<file path="src/rtl/stdout_uart_pkg.sv">
// rtl/stdout_uart_pkg.sv - shared types and constants for the stdout UART transmitter
package stdout_uart_pkg;

  localparam int DATA_BITS  = 8;
  localparam int FRAME_BITS = 10;

  typedef enum logic [1:0] {
    IDLE,
    START,
    DATA,
    STOP
  } tx_state_t;

endpackage

</file>
<file path="src/rtl/sync_fifo.sv">
// rtl/sync_fifo.sv - single-clock FIFO with combinational head read and occupancy count
module sync_fifo #(
  parameter int WIDTH = 8,
  parameter int DEPTH = 16
) (
  input  logic                     clk,
  input  logic                     reset,
  input  logic                     push,
  input  logic [WIDTH-1:0]         wr_data,
  input  logic                     pop,
  output logic [WIDTH-1:0]         rd_data,
  output logic                     full,
  output logic                     empty,
  output logic [$clog2(DEPTH):0]   count
);

  localparam int AW = $clog2(DEPTH);

  logic [WIDTH-1:0] mem [DEPTH];
  logic [AW-1:0]    wr_ptr;
  logic [AW-1:0]    rd_ptr;
  logic             do_push;
  logic             do_pop;

  // A push while full is dropped even if a pop happens in the same cycle.
  assign do_push = push && !full;
  assign do_pop  = pop && !empty;

  assign full    = (count == (AW + 1)'(DEPTH));
  assign empty   = (count == '0);
  assign rd_data = mem[rd_ptr];

  always_ff @(posedge clk) begin
    if (do_push && !reset) begin
      mem[wr_ptr] <= wr_data;
    end
  end

  always_ff @(posedge clk) begin
    if (reset) begin
      wr_ptr <= '0;
      rd_ptr <= '0;
      count  <= '0;
    end else begin
      if (do_push) begin
        wr_ptr <= wr_ptr + 1'b1;
      end
      if (do_pop) begin
        rd_ptr <= rd_ptr + 1'b1;
      end
      case ({do_push, do_pop})
        2'b10:   count <= count + 1'b1;
        2'b01:   count <= count - 1'b1;
        default: count <= count;
      endcase
    end
  end

endmodule

</file>
<file path="src/rtl/stdout_uart_tx.sv">
// rtl/stdout_uart_tx.sv - buffers processor stdout strobes and sends them as 8N1 UART frames
module stdout_uart_tx
  import stdout_uart_pkg::*;
#(
  parameter int CLKS_PER_BIT = 104,
  parameter int FIFO_DEPTH   = 16
) (
  input  logic                          clk,
  input  logic                          reset,
  input  logic [7:0]                    stdout,
  input  logic                          stdout_en,
  output logic                          tx,
  output logic                          hold,
  output logic                          busy,
  output logic [$clog2(FIFO_DEPTH):0]   fifo_count,
  output logic                          overflow
);

  if (CLKS_PER_BIT < 2) begin : g_bad_clks_per_bit
    $error("stdout_uart_tx: CLKS_PER_BIT must be >= 2");
  end
  if (FIFO_DEPTH < 2 || (FIFO_DEPTH & (FIFO_DEPTH - 1)) != 0) begin : g_bad_fifo_depth
    $error("stdout_uart_tx: FIFO_DEPTH must be a power of 2 and >= 2");
  end
  if (FRAME_BITS != DATA_BITS + 2) begin : g_bad_frame
    $error("stdout_uart_tx: frame must be start + data + stop");
  end

  localparam int CW   = $clog2(CLKS_PER_BIT);
  localparam int CNTW = $clog2(FIFO_DEPTH) + 1;
  localparam logic [CW-1:0] CNT_LAST = CW'(CLKS_PER_BIT - 1);
  localparam logic [2:0]    IDX_LAST = 3'(DATA_BITS - 1);

  tx_state_t             state;
  tx_state_t             state_next;
  logic [CW-1:0]         bit_cnt;
  logic [CW-1:0]         cnt_next;
  logic [2:0]            bit_idx;
  logic [2:0]            idx_next;
  logic [DATA_BITS-1:0]  shift;
  logic [DATA_BITS-1:0]  shift_next;
  logic                  tx_next;
  logic                  pop;
  logic                  prev_en;
  logic                  rise;
  logic                  fifo_full;
  logic                  fifo_empty;
  logic [DATA_BITS-1:0]  fifo_head;

  assign rise = stdout_en && !prev_en;

  sync_fifo #(
    .WIDTH (DATA_BITS),
    .DEPTH (FIFO_DEPTH)
  ) u_fifo (
    .clk     (clk),
    .reset   (reset),
    .push    (rise),
    .wr_data (stdout),
    .pop     (pop),
    .rd_data (fifo_head),
    .full    (fifo_full),
    .empty   (fifo_empty),
    .count   (fifo_count)
  );

  assign hold = (fifo_count >= CNTW'(FIFO_DEPTH - 1));
  assign busy = (state != IDLE) || !fifo_empty;

  // prev_en resets high so a strobe already asserted at reset release is ignored.
  always_ff @(posedge clk) begin
    if (reset) begin
      prev_en  <= 1'b1;
      overflow <= 1'b0;
    end else begin
      prev_en  <= stdout_en;
      overflow <= overflow | (rise && fifo_full);
    end
  end

  always_ff @(posedge clk) begin
    if (reset) begin
      state   <= IDLE;
      bit_cnt <= '0;
      bit_idx <= '0;
      shift   <= '0;
      tx      <= 1'b1;
    end else begin
      state   <= state_next;
      bit_cnt <= cnt_next;
      bit_idx <= idx_next;
      shift   <= shift_next;
      tx      <= tx_next;
    end
  end

  always_comb begin
    state_next = state;
    cnt_next   = bit_cnt;
    idx_next   = bit_idx;
    shift_next = shift;
    pop        = 1'b0;
    tx_next    = 1'b1;

    case (state)
      IDLE: begin
        cnt_next = '0;
        idx_next = '0;
        if (!fifo_empty) begin
          pop        = 1'b1;
          shift_next = fifo_head;
          state_next = START;
        end
      end
      START: begin
        tx_next = 1'b0;
        if (bit_cnt == CNT_LAST) begin
          cnt_next   = '0;
          idx_next   = '0;
          state_next = DATA;
        end else begin
          cnt_next = bit_cnt + 1'b1;
        end
      end
      DATA: begin
        tx_next = shift[0];
        if (bit_cnt == CNT_LAST) begin
          cnt_next   = '0;
          shift_next = shift >> 1;
          if (bit_idx == IDX_LAST) begin
            idx_next   = '0;
            state_next = STOP;
          end else begin
            idx_next = bit_idx + 1'b1;
          end
        end else begin
          cnt_next = bit_cnt + 1'b1;
        end
      end
      STOP: begin
        if (bit_cnt == CNT_LAST) begin
          cnt_next = '0;
          // Chain straight into the next start bit so queued bytes leave with no gap.
          if (!fifo_empty) begin
            pop        = 1'b1;
            shift_next = fifo_head;
            state_next = START;
          end else begin
            state_next = IDLE;
          end
        end else begin
          cnt_next = bit_cnt + 1'b1;
        end
      end
      default: begin
        state_next = IDLE;
        cnt_next   = '0;
        idx_next   = '0;
      end
    endcase
  end

endmodule

</file>
<file path="config.mk">
export PLATFORM = sky130hd
export DESIGN_NAME = stdout_uart_tx
export DESIGN_NICKNAME = d
export VERILOG_FILES = /design/src/rtl/stdout_uart_pkg.sv /design/src/rtl/sync_fifo.sv /design/src/rtl/stdout_uart_tx.sv
export SDC_FILE = /design/constraint.sdc
export NUM_CORES = 1
export LEC_CHECK = 0
export ABC_AREA = 1
export BUFFER_PORTS_ARGS = -buffer_cell sky130_fd_sc_hd__buf_2
export CAP_MARGIN = 20
export CORE_ASPECT_RATIO = 1.4
export CORE_MARGIN = 3
export CORE_UTILIZATION = 30
export DETAILED_ROUTE_END_ITERATION = 10
export PLACE_DENSITY = 0.45
export SKIP_CTS_REPAIR_TIMING = 1
export SYNTH_ARGS = -nofsm -noshare
export SYNTH_HDL_FRONTEND = slang
export SYNTH_SLANG_ARGS = --single-unit
</file>
<file path="constraint.sdc">
create_clock -name clk -period 2.7 [get_ports clk]
set_input_delay 0 -clock clk [delete_from_list [all_inputs] [get_ports clk]]
set_output_delay 0 -clock clk [all_outputs]
set_load 0.05 [all_outputs]
</file>
==> results of run 1 <==
==> final timing paths <==
path | startpoint | to | slack [ps] | depth (start not counted)
setup / recovery | state[1] | u_fifo.count[2] | 270 | 16
hold / removal | reset | overflow | 1 | 2
setup reg to reg | state[1] | u_fifo.count[2] | 270 | 16
hold reg to reg | bit_cnt[0] | bit_cnt[0] | 450 | 1
==> per-layer routing <==
metal  up-vias  track usage, %  part of all wire, %
met4         0            4.38                  1.7
li1       2348               -                    -
met3        17            2.94                  2.1
met5         -               0                    0
met2        50            23.6                   53
met1      2243            15.6                   43
==> registers in the layout, summed over array words and instances, names as in the netlist, named ones only <==
name / flops
bit_cnt: 7
bit_idx: 3
overflow: 1
prev_en: 1
shift: 8
state: 2
tx: 1
u_fifo.count: 5
u_fifo.mem: 128
u_fifo.rd_ptr: 4
u_fifo.wr_ptr: 4
==> cell families after synthesis <==
kind of cell | after synthesis | synth area share (%)
and+or+nand+nor | 172 | 10.8
DFF | 168 | 63.9
AOI/OAI and AO/OA | 150 | 11.7
buffers and inverters | 112 | 6.94
muxes | 23 | 3.17
adders and majority gates | 16 | 2.75
xor gates and xnor gates | 6 | 0.723
==> cell type report <==
type,instances,area [um^2]
clock buffers,23,448
clock inverters,9,101
fillers,2366,15100
inverters,83,312
multi-input cells,367,2120
flip-flops and latches,168,4650
well taps,306,383
repair buffers,55,398
==> worst max-delay path, delay by kind of cell, from the launching register on <==
family                   cells  cell delay [ps]
flip-flops                   1              380
buffers and inverters        7              550
AO/OA/AOI/OAI                1              170
AND/OR/NAND/NOR              3              220
adder cells (fa/ha/maj)      3              710
XOR/XNOR                     2              300
==> power breakdown <==
| group | leakage [nW] | switching, W | internal (W) | total (W) |
|---|---|---|---|---|
| clock network | 0.259 | 0.000948 | 0.00135 | 0.00230 |
| registers | 1.48 | 0.000161 | 0.00291 | 0.00307 |
| logic | 1.34 | 0.00140 | 0.000711 | 0.00211 |
| total | 3.08 | 0.00251 | 0.00497 | 0.00748 |
==> metrics by stage <==
step           util [%]  instance area [um^2]  power, W  setup slack (ps)  cells
6_report           35.7                  8410   0.00748               267   1011
5_1_grt            35.7                  8410   0.00798              59.5   1011
4_1_cts            35.4                  8330   0.00756               154   1003
3_5_place_dp       33.1                  7780   0.00524               162    971
3_3_place_gp       33.1                  7780   0.00521               235    971
2_1_floorplan         -                  7270   0.00481               262    647
==> Yosys cell counts, drive strengths merged (14+ instances only) <==
master	instances
inv	82
nor2	52
dfxtp	40
ha	16
mux2i	23
nand2	63
buf	15
edfxtp	128
nand3	39
o211ai	33
o21ai	56
clkbuf	14
a21oi	60
==> impl_metrics.json, run 1 <==
{
  "final_cell_mix": "edfxtp_1, inv_1, a21oi_1, nand2_1, nor2_1",
  "cap_violations": 0,
  "endpoint_kind": "register",
  "clock_sinks": 168,
  "clk_latency_ps": 430,
  "synth_area_leaders": "edfxtp_1, dfxtp_1, a21oi_1, inv_1, o211ai_1",
  "synth_seq_cells": 168,
  "hold_class": "in2reg",
  "powerDensity_mw_per_mm2": 889,
  "crit_path_start_kind": "register",
  "track_usage_pct": 13.3,
  "yosysWarnings": 0,
  "portBuffers": 19,
  "design.core.area_mm2": 0.0235,
  "finalCriticalPeriod_ps": 2430,
  "required_ps": 3020,
  "dieArea_mm2": 0.0262,
  "hold_viol": 0,
  "clock_path_buffers": 2,
  "synth_area_mm2": 0.00727,
  "grt_max_degree": 66,
  "first_pass_iters": 4,
  "ys_types": 35,
  "die_x_um": 138,
  "syn_area_per_cell_um2": 11.2,
  "setup_viol": 0,
  "die_h_um": 190,
  "vias_per_cell": 4.61,
  "path_cells": "inv_1, ha_1, inv_1, nand2_1, inv_2, nand2_2, inv_2, ha_2, xnor2_1, inv_1, ha_1, inv_1, nand2_2, xor2_1, o21ai_0, inv_1",
  "path_common_cell": "inv_1",
  "route.detailed.drc": 0,
  "fin_skew_ps": 12.0,
  "setup_tns_ps": 0,
  "vias": 4658,
  "arrival_ps": 2750,
  "finish.net_count": 719,
  "grt_pass1_vias": 4664,
  "drt_wl_total_um": 16400,
  "cts_made_buffers": 17,
  "crit_type": "reg2reg",
  "grt_pass1_wl_um": 26000,
  "synth_edf_count": 128,
  "yosysSeqAreaShare_pct": 63.9,
  "syn_inst": 647,
  "final_common_cell": "edfxtp_1",
  "post-dp-hpwl_um": 11000,
  "num_antenna_cells": 0,
  "crit_fanout": 5,
  "grt_overflow": 0,
  "ir_worst_vdd_mv": 0.633,
  "fmax_ghz": 0.411,
  "initial_core_util_pct": 30.9,
  "slew_headroom_pct": 64.9,
  "async_reset_ff_share_pct": 0,
  "rsz0062_at_grt": "false",
  "syn_nets": 674,
  "pin_count": 20,
  "cp_slowest_cell": "dfxtp_1",
  "route.detailed.wl_per_inst_um": 16.2,
  "clk_pin_slew_worst_paths_ps": 70,
  "num_rows": 66,
  "place_congestion": 0.780,
  "outcome": "complete, no violations",
  "antenna_found_initial": 0,
  "cts_tree": "built",
  "p_leak_nw": 3.08,
  "synth_top_cell_by_area": "edfxtp_1",
  "drt_iter0_drc": 295,
  "cts-root-buf": "clkbuf_16",
  "whs_ps": 1.13,
  "ant_nets": 0,
  "drive_gt1_share_pct": 14.3,
  "tightest_slew_ps": 527,
  "synth.top_cell.area_share_pct": 52.9,
  "slew_viol_final": 0,
  "area_growth_syn_to_layout_pct": 15.8,
  "period_share_pct": 90.1,
  "slowest_delay_ps": 380,
  "htree_levels": 4,
  "synth_ff_type": "edfxtp_1"
}
(Power assumes the default switching activity.)
==> inputs of run 2 (changes only) <==
Settings changed: ABC_CLOCK_PERIOD_IN_PS from default to 2700, BUFFER_PORTS_ARGS -buffer_cell sky130_fd_sc_hd__buf_2 to -buffer_cell sky130_fd_sc_hd__clkbuf_2, PLACE_DENSITY 0.45 to 0.49.
==> impl_metrics.json, run 2 (synthesis results as in run 1) <==
{
  "area_growth_syn_to_layout_pct": 15.5,
  "grt_max_degree": 56,
  "m1WireLength_um": 6480,
  "p_leak_nw": 3.09,
  "setup_viol": 0,
  "crit_type": "reg2reg",
  "top_register": "u_fifo.mem",
  "setup_tns_ps": 0,
  "period_share_pct": 88.9,
  "drive_gt1_share_pct": 15.5,
  "pin_count": 20,
  "tightest_slew_ps": 865,
  "largest_reg_flops": 128,
  "first_pass_iters": 6,
  "finalCriticalPeriod_ps": 2400,
  "clock_path_buffers": 2,
  "route.detailed.drc": 0,
  "fmax_ghz": 0.417,
  "num_antenna_cells": 0,
  "placed_cell_area_mm2": 0.00778,
  "route.detailed.wl_per_inst_um": 16.1,
  "antenna_found_initial": 0,
  "fin_skew_ps": 11.6,
  "top_regs": "u_fifo.mem: 128 flops, shift: 8 flops, bit_cnt: 7 flops",
  "slew_headroom_pct": 42.3,
  "final_common_cell": "edfxtp_1",
  "cts_made_buffers": 17,
  "whs_ps": 29.8,
  "cts-root-buf": "clkbuf_16",
  "die_x_um": 138,
  "powerDensity_mw_per_mm2": 902,
  "vias": 4725,
  "hold_viol": 0,
  "required_ps": 3020,
  "htree_levels": 4,
  "final_cell_mix": "edfxtp_1, inv_1, a21oi_1, nand2_1, nor2_1",
  "cts_tree": "built",
  "wl_met3_um": 497,
  "routed.top_layer": "met4",
  "finish.net_count": 712,
  "place_congestion": 0.781,
  "crit_path_start_kind": "register",
  "endpoint_kind": "register",
  "grt_pass1_vias": 4781,
  "outcome": "complete, no violations",
  "setup_slack_ps": 300,
  "ir_worst_vdd_mv": 0.507,
  "portBuffers": 19,
  "ant_nets": 0,
  "grt_overflow": 0,
  "crit_fanout": 5,
  "slew_viol_final": 0,
  "place_ws_ps": 79.4,
  "drt_iter0_drc": 282,
  "num_rows": 66,
  "die_h_um": 190,
  "clk_pin_slew_worst_paths_ps": 70,
  "design.core.area_mm2": 0.0235,
  "route.met2.wl_um": 8810,
  "final_area_mm2": 0.00839,
  "clk_latency_ps": 430,
  "vias_per_cell": 4.71,
  "drt_wl_total_um": 16200,
  "hold_class": "in2reg",
  "nFillCells": 2343,
  "post-dp-hpwl_um": 10900,
  "track_usage_pct": 13.0,
  "cap_violations": 0,
  "grt_pass1_wl_um": 25400,
  "rsz0062_at_grt": "false",
  "fin_util_pct": 35.7,
  "dieArea_mm2": 0.0262,
  "arrival_ps": 2720,
  "initial_core_util_pct": 30.9,
  "clock_sinks": 168
}
[run 2: report_power, final]
part	switching (W)	internal [W]	total (W)
Combinational	0.00136	0.000734	0.00209
Sequential	0.000199	0.00291	0.00311
Clock	0.000982	0.00138	0.00237
Total	0.00254	0.00503	0.00757
[run 2: final cells by class]
cell class	instances	area, um^2	area share [%]
timing repair buffer	48	328	3.91
multi-input combinational	367	2130	25.4
clock inverter	9	58.8	0.701
sequential	168	4650	55.4
inverter	83	312	3.71
clock buffer	23	531	6.32
tap	306	383	4.56
[run 2: worst paths after layout]
path              slack, ps                end  startpoint  depth (start not counted)
hold reg to reg         450         bit_cnt[0]  bit_cnt[0]                          1
setup / recovery        300    u_fifo.count[2]    state[1]                         16
setup reg to reg        300    u_fifo.count[2]    state[1]                         16
hold / removal           30  u_fifo.mem[13][3]   stdout[3]                          1
[run 2: stage by stage]
step / power [W] / instances
floorplan: 0.00481 / 647
global placement: 0.00519 / 971
detailed placement: 0.00525 / 971
CTS: 0.00763 / 1003
global route: 0.00802 / 1004
finish: 0.00757 / 1004
[run 2: layer usage]
layer	vias to the layer above	GRT usage, %
met2	88	23.3
met1	2275	14.7
li1	2339	-
met3	23	2.96
met4	0	4.95
met5	-	0
[run 2: worst max-delay path, cell delays in order (launching register included)]
cell and delay, ps:
dfxtp_1 390, inv_1 130, ha_1 290, inv_1 70, nand2_1 60, inv_2 60
nand2_2 90, inv_2 120, ha_4 190, xnor2_1 150, inv_1 70, ha_1 170
inv_1 60, nand2_2 70, xor2_1 150, o21ai_0 160, inv_1 60
==> inputs of run 3 (changes only) <==
Settings changed: ABC_CLOCK_PERIOD_IN_PS 2700 to 2100, CTS_CLUSTER_SIZE from default to 20, PLACE_DENSITY 0.49 to 0.51.
Clock period 2.7 ns to 2.1 ns, I/O delays scaled along.
==> impl_metrics.json, run 3 (synthesis results as in run 1) <==
{
  "dieArea_mm2": 0.0262,
  "wl_met3_um": 542,
  "first_pass_iters": 4,
  "internal_power_w": 0.00679,
  "fin_skew_ps": 10.2,
  "comb_power_share_pct": 30.9,
  "setup_slack_ps": 109,
  "finish.net_count": 731,
  "fmax_ghz": 0.502,
  "drt_iter0_drc": 258,
  "route.detailed.drc": 0,
  "num_rows": 66,
  "nFillCells": 2322,
  "final_common_cell": "edfxtp_1",
  "post-dp-hpwl_um": 11100,
  "final_cell_mix": "edfxtp_1, inv_1, a21oi_1, nand2_1, nor2_1",
  "place_congestion": 0.765,
  "outcome": "complete, no violations",
  "portBuffers": 19,
  "crit_path_start_kind": "register",
  "hold_depth": 1,
  "drive_gt1_share_pct": 19.7,
  "powerDensity_mw_per_mm2": 1170,
  "ant_nets": 0,
  "p_leak_nw": 3.19,
  "initial_core_util_pct": 30.9,
  "design.core.area_mm2": 0.0235,
  "place_ws_ps": 50.5,
  "hold_class": "in2reg",
  "required_ps": 2410,
  "post-place-cells": 985,
  "pwr-share-seq_pct": 39.2,
  "largest_reg_flops": 128,
  "antenna_found_initial": 0,
  "route.detailed.wl_per_inst_um": 15.6,
  "clock_sinks": 168,
  "hold_viol": 0,
  "arrival_ps": 2300,
  "clock_path_buffers": 2,
  "switching_power_w": 0.00337,
  "pwr-share-clk_pct": 29.9,
  "endpoint_kind": "register",
  "grt_max_degree": 35,
  "pin_count": 20,
  "vias_per_cell": 4.67,
  "clk_latency_ps": 430,
  "track_usage_pct": 12.8,
  "setup_viol": 0,
  "cts_made_buffers": 17,
  "route.met2.wl_um": 8360,
  "sw_frac_of_total_pct": 33.1,
  "crit_type": "reg2reg",
  "fin_util_pct": 36.8,
  "rsz0062_at_grt": "true",
  "cts-root-buf": "clkbuf_16",
  "cts_tree": "built",
  "whs_ps": 17.6,
  "grt_overflow": 0,
  "num_antenna_cells": 0,
  "top_register": "u_fifo.mem",
  "slew_headroom_pct": 65.4,
  "grt_pass1_wl_um": 25200,
  "cap_violations": 0,
  "crit_fanout": 3,
  "tightest_slew_ps": 519,
  "regArea_mm2": 0.00467,
  "die_h_um": 190,
  "vias": 4779,
  "period_share_pct": 94.8,
  "finalCriticalPeriod_ps": 1990,
  "grt_pass1_vias": 4805,
  "m1WireLength_um": 6650,
  "routed.top_layer": "met4",
  "stdcell_count": 1023,
  "area_growth_syn_to_layout_pct": 19.0,
  "htree_levels": 4,
  "reg2reg_depth": 19,
  "top_regs": "u_fifo.mem: 128 flops, shift: 8 flops, bit_cnt: 7 flops",
  "drt_wl_total_um": 15900,
  "slew_viol_final": 0,
  "clk_pin_slew_worst_paths_ps": 70,
  "multi_input_area_mm2": 0.00219,
  "die_x_um": 138,
  "ir_worst_vdd_mv": 0.818
}
==> run 3: cell count changes in the layout (fill, tap and decap cells not counted), sizes merged <==
cell / change
buf: +19
clkinvlp: +1
clkinv: -2
clkbuf: +1
==> run 3: layout make-up <==
class | count | share of cell area, %
Sequential cell | 168 | 54.0
Multi-Input combinational cell | 367 | 25.4
Clock buffer | 24 | 6.19
Timing Repair Buffer | 67 | 5.73
Tap cell | 306 | 4.43
Inverter | 83 | 3.63
Clock inverter | 8 | 0.636
==> run 3: power groups by stage <==
stage | clock [W] | combinational, W | sequential (W)
final | 0.00304 | 0.00314 | 0.00398
after global routing | 0.00326 | 0.00354 | 0.00401
after CTS | 0.00312 | 0.00307 | 0.00398
after detailed placement | 0 | 0.00306 | 0.00406
after global placement | 0 | 0.00303 | 0.00405
after floorplan | 0 | 0.00224 | 0.00410
==> run 3: per-stage QoR <==
step	TNS (ps)	total power [W]	cell area [um^2]
4_1_cts	0	0.0102	8580
2_1_floorplan	0	0.00634	7350
3_3_place_gp	0	0.00708	7990
3_5_place_dp	0	0.00712	7990
6_report	0	0.0102	8650
5_1_grt	-109	0.0108	8650
==> run 3: critical path, stage by stage, from the launching register on <==
cell,delay (ps)
dfxtp_4,360
ha_4,150
nand3_4,60
nor2_4,90
nand3_2,70
nand2_2,90
nand2_4,60
inv_4,60
ha_4,160
xnor2_2,120
inv_1,60
ha_2,170
inv_2,40
nand2_2,60
nand2_2,70
nand2_1,40
nand2_1,50
nand2_1,40
nand2_1,60
a21oi_2,40
==> run 3: routing by layer <==
| layer | track usage (%) | vias to the layer above |
|---|---|---|
| li1 | - | 2377 |
| met2 | 22.4 | 76 |
| met5 | 0 | - |
| met4 | 5.45 | 0 |
| met3 | 2.94 | 23 |
| met1 | 14.7 | 2303 |
==> run 3: final timing paths <==
path / from / endpoint / slack (ps)
max: bit_cnt[0] / u_fifo.count[4] / 110
min: stdout[5] / u_fifo.mem[9][5] / 20
max reg2reg: bit_cnt[0] / u_fifo.count[4] / 110
min reg2reg: bit_cnt[0] / bit_cnt[0] / 440
